## config.mk

```make
export PLATFORM = sky130hd
export DESIGN_NAME = gshare_branch_predictor
export DESIGN_NICKNAME = d
export VERILOG_FILES = /design/src/rtl/gshare_branch_predictor.sv
export SDC_FILE = /design/constraint.sdc
export NUM_CORES = 1
export LEC_CHECK = 0
export CORE_UTILIZATION = 45
export DETAILED_ROUTE_END_ITERATION = 6
export HOLD_SLACK_MARGIN = 0.03
export PLACE_DENSITY_LB_ADDON = 0.12
export SLEW_MARGIN = 10
export SYNTH_ARGS = -nofsm -noshare
export SYNTH_HDL_FRONTEND = slang
export SYNTH_SLANG_ARGS = --single-unit
```

## constraint.sdc

```tcl
create_clock -name clk -period 2 [get_ports clk]
set_input_delay 0.4 -clock clk [delete_from_list [all_inputs] [get_ports clk]]
set_output_delay 0.4 -clock clk [all_outputs]
set_load 0.005 [all_outputs]
```

## src/rtl/gshare_branch_predictor.sv

```systemverilog
`default_nettype none
// ============================================================================
// Module      : gshare_branch_predictor
// Description : Gshare direction predictor (GHR xor PC indexing a table of
//               2-bit counters) with a direct-mapped BTB. Lookup happens in
//               fetch and is registered into decode. Training and GHR repair
//               come from resolved branches in execute. Two saturating
//               performance counters track resolved and mispredicted branches.
// Revision    : 1.0 - initial release
// ============================================================================
module gshare_branch_predictor #(
  parameter int PC_W      = 5,
  parameter int GHR_W     = 4,
  parameter int BTB_IDX_W = 3,
  parameter int CNT_W     = 16
) (
  input  logic                 clk,
  input  logic                 reset,
  // fetch side
  input  logic                 f_valid,
  input  logic [PC_W-1:0]      f_pc,
  input  logic                 f_stall,
  input  logic                 f_flush,
  // decode side (registered prediction)
  output logic                 d_valid,
  output logic                 d_pred_taken,
  output logic                 d_hit,
  output logic [PC_W-1:0]      d_target,
  output logic [GHR_W-1:0]     d_ghr,
  output logic [GHR_W-1:0]     d_pht_idx,
  // execute side (resolution / training)
  input  logic                 e_upd_valid,
  input  logic [PC_W-1:0]      e_pc,
  input  logic [GHR_W-1:0]     e_pht_idx,
  input  logic [GHR_W-1:0]     e_ghr,
  input  logic                 e_taken,
  input  logic [PC_W-1:0]      e_target,
  input  logic                 e_mispredict,
  // performance counters
  output logic [CNT_W-1:0]     br_count,
  output logic [CNT_W-1:0]     mispred_count
);

  localparam int c_PHT_N = 1 << GHR_W;
  localparam int c_BTB_N = 1 << BTB_IDX_W;
  localparam int c_TAG_W = PC_W - BTB_IDX_W;

  // --------------------------------------------------------------------------
  // State
  // --------------------------------------------------------------------------
  logic [GHR_W-1:0]   r_ghr;
  logic [1:0]         r_pht        [c_PHT_N];
  logic [c_BTB_N-1:0] r_btb_valid;
  logic [c_TAG_W-1:0] r_btb_tag    [c_BTB_N];
  logic [PC_W-1:0]    r_btb_target [c_BTB_N];

  // --------------------------------------------------------------------------
  // Fetch-side lookup wires
  // --------------------------------------------------------------------------
  logic [GHR_W-1:0]     w_pc_low;
  logic [GHR_W-1:0]     w_idx;
  logic [BTB_IDX_W-1:0] w_entry;
  logic [c_TAG_W-1:0]   w_tag;
  logic                 w_hit;
  logic                 w_pred_taken;
  logic [PC_W-1:0]      w_target;
  logic                 w_fetch_adv;

  // Execute-side training wires
  logic [BTB_IDX_W-1:0] w_e_entry;
  logic [c_TAG_W-1:0]   w_e_tag;
  logic [1:0]           w_pht_cur;
  logic [1:0]           w_pht_next;
  logic                 w_repair;
  logic [GHR_W-1:0]     w_ghr_next;

  // Oldest bit of the carried GHR falls off the end during repair.
  logic                 w_unused_ghr_msb;
  assign w_unused_ghr_msb = e_ghr[GHR_W-1];

  // The PC is zero-extended when it is narrower than the history.
  if (PC_W >= GHR_W) begin : g_pc_trunc
    assign w_pc_low = f_pc[GHR_W-1:0];
  end else begin : g_pc_zext
    assign w_pc_low = {{(GHR_W-PC_W){1'b0}}, f_pc};
  end

  assign w_idx        = w_pc_low ^ r_ghr;
  assign w_entry      = f_pc[BTB_IDX_W-1:0];
  assign w_tag        = f_pc[PC_W-1:BTB_IDX_W];
  assign w_hit        = r_btb_valid[w_entry] && (r_btb_tag[w_entry] == w_tag);
  assign w_pred_taken = w_hit && r_pht[w_idx][1];
  assign w_target     = w_hit ? r_btb_target[w_entry] : '0;

  // A fetch only advances the pipeline (and the history) when not held/flushed.
  assign w_fetch_adv  = f_valid && !f_stall && !f_flush;

  assign w_e_entry    = e_pc[BTB_IDX_W-1:0];
  assign w_e_tag      = e_pc[PC_W-1:BTB_IDX_W];
  assign w_repair     = e_upd_valid && e_mispredict;

  // Saturating 2-bit counter step for the resolved branch's PHT entry.
  always_comb begin
    w_pht_cur  = r_pht[e_pht_idx];
    w_pht_next = w_pht_cur;
    if (e_taken) begin
      if (w_pht_cur != 2'b11) begin
        w_pht_next = w_pht_cur + 2'b01;
      end
    end else begin
      if (w_pht_cur != 2'b00) begin
        w_pht_next = w_pht_cur - 2'b01;
      end
    end
  end

  // History update: a mispredict repair wins over the speculative fetch shift.
  always_comb begin
    w_ghr_next = r_ghr;
    if (w_repair) begin
      w_ghr_next = {e_ghr[GHR_W-2:0], e_taken};
    end else if (w_fetch_adv && w_hit) begin
      w_ghr_next = {r_ghr[GHR_W-2:0], w_pred_taken};
    end
  end

  // Global history register.
  always_ff @(posedge clk or negedge reset) begin
    if (!reset) begin
      r_ghr <= '0;
    end else begin
      r_ghr <= w_ghr_next;
    end
  end

  // Pattern history table: trained by every resolved branch.
  always_ff @(posedge clk or negedge reset) begin
    if (!reset) begin
      for (int i = 0; i < c_PHT_N; i++) begin
        r_pht[i] <= 2'b01;
      end
    end else if (e_upd_valid) begin
      r_pht[e_pht_idx] <= w_pht_next;
    end
  end

  // BTB valid bits: only taken branches allocate, overwriting any alias.
  always_ff @(posedge clk or negedge reset) begin
    if (!reset) begin
      r_btb_valid <= '0;
    end else if (e_upd_valid && e_taken) begin
      r_btb_valid[w_e_entry] <= 1'b1;
    end
  end

  // BTB tag/target payload; qualified by the valid bits, so no reset needed.
  always_ff @(posedge clk) begin
    if (e_upd_valid && e_taken) begin
      r_btb_tag[w_e_entry]    <= w_e_tag;
      r_btb_target[w_e_entry] <= e_target;
    end
  end

  // F/D prediction register: flush beats stall beats load.
  always_ff @(posedge clk or negedge reset) begin
    if (!reset) begin
      d_valid      <= 1'b0;
      d_pred_taken <= 1'b0;
      d_hit        <= 1'b0;
      d_target     <= '0;
      d_ghr        <= '0;
      d_pht_idx    <= '0;
    end else if (f_flush) begin
      d_valid      <= 1'b0;
      d_pred_taken <= 1'b0;
      d_hit        <= 1'b0;
      d_target     <= '0;
      d_ghr        <= '0;
      d_pht_idx    <= '0;
    end else if (!f_stall) begin
      d_valid      <= f_valid;
      d_pred_taken <= w_pred_taken;
      d_hit        <= w_hit;
      d_target     <= w_target;
      d_ghr        <= r_ghr;
      d_pht_idx    <= w_idx;
    end
  end

  // Saturating performance counters.
  always_ff @(posedge clk or negedge reset) begin
    if (!reset) begin
      br_count      <= '0;
      mispred_count <= '0;
    end else begin
      if (e_upd_valid && (br_count != '1)) begin
        br_count <= br_count + 1'b1;
      end
      if (w_repair && (mispred_count != '1)) begin
        mispred_count <= mispred_count + 1'b1;
      end
    end
  end

endmodule
`default_nettype wire

```

==> out/qor.csv <==
metric,value,unit
gr-total-overflow,0,
worstReg2RegEnd,r_pht[30],
hold_violations,0,
chipHeight,121,µm
critPathKind,reg -> reg,
vias,4364,
setup_slack,-0.0864,ns
io_buffers,77,
r2r-start,r_pht[8],
ant_nets,0,
fp-row-count,43,
final.fill_count,1041,
synth_edf_count,56,
diodes,0,
dpl.hpwl,10.1,mm
vias_per_cell,5.33,
skew,0.00512,ns
ys_seq_area_frac,0.629,
wl,14.5,mm
die_x,121,µm
irDropWorstVdd,0.575,mV
endpoint_kind,flip-flop,
drt_iter0_drc,178,
ys.flop_type,dfrtp_1,
start_kind,flip-flop,
power.density,1030,nW/µm²
final_cells,819,
period_minus_slack,2.09,ns
initial_core_util,0.461,
crit_fanout,4,
clk_pin_slew_worst_paths,0.06,ns
clkSinkCount,148,
coreArea,13800,µm²
grt_pass1_wl,23.6,mm
grt_setup_unrepaired,yes,
grt_util_all_layers,0.218,
gp_congestion,0.872,
p_leak,3.51,nW
synthCells,470,
outcome,"complete, but fails checks",
violations,negative setup slack,
relSlewSlack,0.702,
period_share,1.04,
syn2layout_area_growth,36.3,%
hp-class,in -> async,
synthesis.nets,503,
setup_viol,30,
antenna_found_initial,0,
slew_violations,0,
synthesis.area,6370,µm²
h-tree-depth,4,
layout.nets,659,
rr_worst_depth,5,
drive_above_1_share,0.305,
regToRegSetupSlack,-0.09,ns
final_util,0.628,
ys_seq_elements,148,
cp.arrival,2.44,ns
avgSynthCellArea,13.6,µm²
tritoncts,done,
worstMarginPinSlew,0.446,ns
ioPinCount,79,
drv_cap,0,
clkLatencyLatePin,0.42,ns
async_flop_share,0.622,
grt_pass1_vias,4583,
fmax,479,MHz
ys_types,37,
required,2.35,ns
wl_per_cell,17.7,µm
cts-root-buf,clkbuf_16,
ys_warn_count,0,
dp_cells,775,
drc,0,
grt_start_max_net_pins,50,
ctsLongestPathBuffers,2,
die_area,14600,µm²
first_pass_iters,4,
cts_buffers,17,
[worst max-delay path by stage]
stage / start / end / cells after the start
floorplan: e_pht_idx[0] / r_pht[14] / 6
global placement: e_pht_idx[0] / r_pht[31] / 6
detailed placement: e_pht_idx[0] / r_pht[23] / 6
CTS: r_pht[24] / r_pht[30] / 5
global route: r_pht[24] / r_pht[20] / 5
finish: r_pht[8] / r_pht[30] / 5
[power by group]
group | internal (W) | total (W) | switching [W]
clock | 0.00197 | 0.00322 | 0.00125
sequential | 0.00360 | 0.00391 | 0.000308
combinational | 0.00103 | 0.00179 | 0.000753
total | 0.00660 | 0.00892 | 0.00231
[repair_timing]
action,in CTS,in global routing
buffers inserted,6,1
pin swaps,8,4
hold buffers,1,0
gates cloned,4,0
resized for setup,46,7
endpoints found under the setup margin,43,48
hold endpoints to repair,20,0
[sequential cells by signal, summed over array words and instances, names as in the netlist]
signal / cells
d_pht_idx: 4
d_hit: 1
r_btb_tag: 16
d_ghr: 4
d_valid: 1
r_btb_valid: 8
r_btb_target: 40
r_ghr: 4
d_pred_taken: 1
mispred_count: 16
r_pht: 32
d_target: 5
br_count: 16
[metrics by stage]
step                instance area [µm²]  setup slack, ns  hold WS [ns]  power [W]  setup TNS (ns)
floorplan                          6440           -0.173         0.104    0.00471           -3.17
global placement                   7820           -0.869         0.316    0.00544          -33.87
CTS                                8650          -0.0697         0.413    0.00898           -1.23
detailed placement                 7820           -0.966         0.316    0.00550          -36.04
finish                             8680          -0.0864         0.411    0.00892           -1.60
global route                       8680           -0.135         0.427    0.00932           -3.18
[Yosys cell counts, drive strengths merged (2+ instances only)]
cell | count | share of area
nor3 | 4 | 0.0031
dfrtp | 76 | 0.30
dfstp | 16 | 0.066
xor2 | 12 | 0.016
nand3b | 3 | 0.0035
nand3 | 20 | 0.016
o21ai | 39 | 0.037
nor2 | 32 | 0.019
buf | 6 | 0.0057
a21oi | 5 | 0.0039
mux4 | 30 | 0.11
ha | 2 | 0.0039
nor2b | 4 | 0.0039
or2 | 9 | 0.0088
nand2b | 2 | 0.0020
clkbuf | 8 | 0.0047
and3 | 8 | 0.0079
inv | 3 | 0.0018
edfxtp | 56 | 0.26
mux2i | 19 | 0.030
xnor2 | 23 | 0.032
nand4 | 10 | 0.0098
nand2 | 73 | 0.043
[cells by family after synthesis]
kind of cell / after synthesis / synth area share
and+or+nand+nor: 169 / 0.122
muxes: 50 / 0.138
DFF: 148 / 0.629
buffers and inverters: 17 / 0.0122
AOI/OAI and AO/OA: 48 / 0.0462
xor gates and xnor gates: 35 / 0.0481
adders and majority gates: 3 / 0.00570
[cells in the final DEF, fill, tap and decap left out, types with 3 or more instances in the layout]
| cell | netlist | layout |
|---|---|---|
| clkbuf_16 | 0 | 18 |
| nor2b_1 | 4 | 4 |
| buf_4 | 1 | 62 |
| clkinv_4 | 0 | 4 |
| xor2_1 | 12 | 10 |
| nand3_1 | 20 | 19 |
| nand3b_1 | 3 | 3 |
| nand4_1 | 10 | 10 |
| mux2i_1 | 19 | 18 |
| o21ai_0 | 28 | 5 |
| a21oi_1 | 5 | 5 |
| buf_12 | 0 | 4 |
| nand2_1 | 73 | 72 |
| inv_1 | 3 | 3 |
| clkdlybuf4s50_1 | 0 | 72 |
| o21ai_2 | 11 | 24 |
| buf_6 | 1 | 4 |
| nor2_1 | 32 | 32 |
| dlygate4sd2_1 | 0 | 3 |
| dfrtp_1 | 76 | 75 |
| o21ai_1 | 0 | 9 |
| xnor2_1 | 23 | 23 |
| mux4_2 | 30 | 30 |
| nor3_1 | 4 | 4 |
| bufinv_16 | 0 | 3 |
| edfxtp_1 | 56 | 56 |
| or2_2 | 9 | 9 |
| and3_1 | 8 | 8 |
| dfstp_2 | 16 | 16 |
[layer usage]
layer | wire, µm | global-route usage | vias to the layer above
met5 | 0 | 0 | -
met4 | 251 | 0.0965 | 0
met3 | 825 | 0.0550 | 21
met2 | 6810 | 0.336 | 134
met1 | 6580 | 0.291 | 2178
li1 | - | - | 2031
[layout make-up]
type / count / area (µm²) / area share
flip-flops and latches: 148 / 4010 / 0.461
multi-input cells: 306 / 2420 / 0.279
repair buffers: 150 / 1420 / 0.163
clock buffers: 17 / 425 / 0.0490
well taps: 180 / 225 / 0.0259
clock inverters: 15 / 181 / 0.0209
inverters: 3 / 11.3 / 0.00130
[worst max-delay path, stage by stage, from the launching register on]
cell and delay, ns:
dfstp_2 0.37, mux4_2 0.48, mux4_2 0.55, maj3_2 0.35, buf_4 0.16, o21ai_2 0.11
No activity file was read; power rests on OpenSTA's default activity.
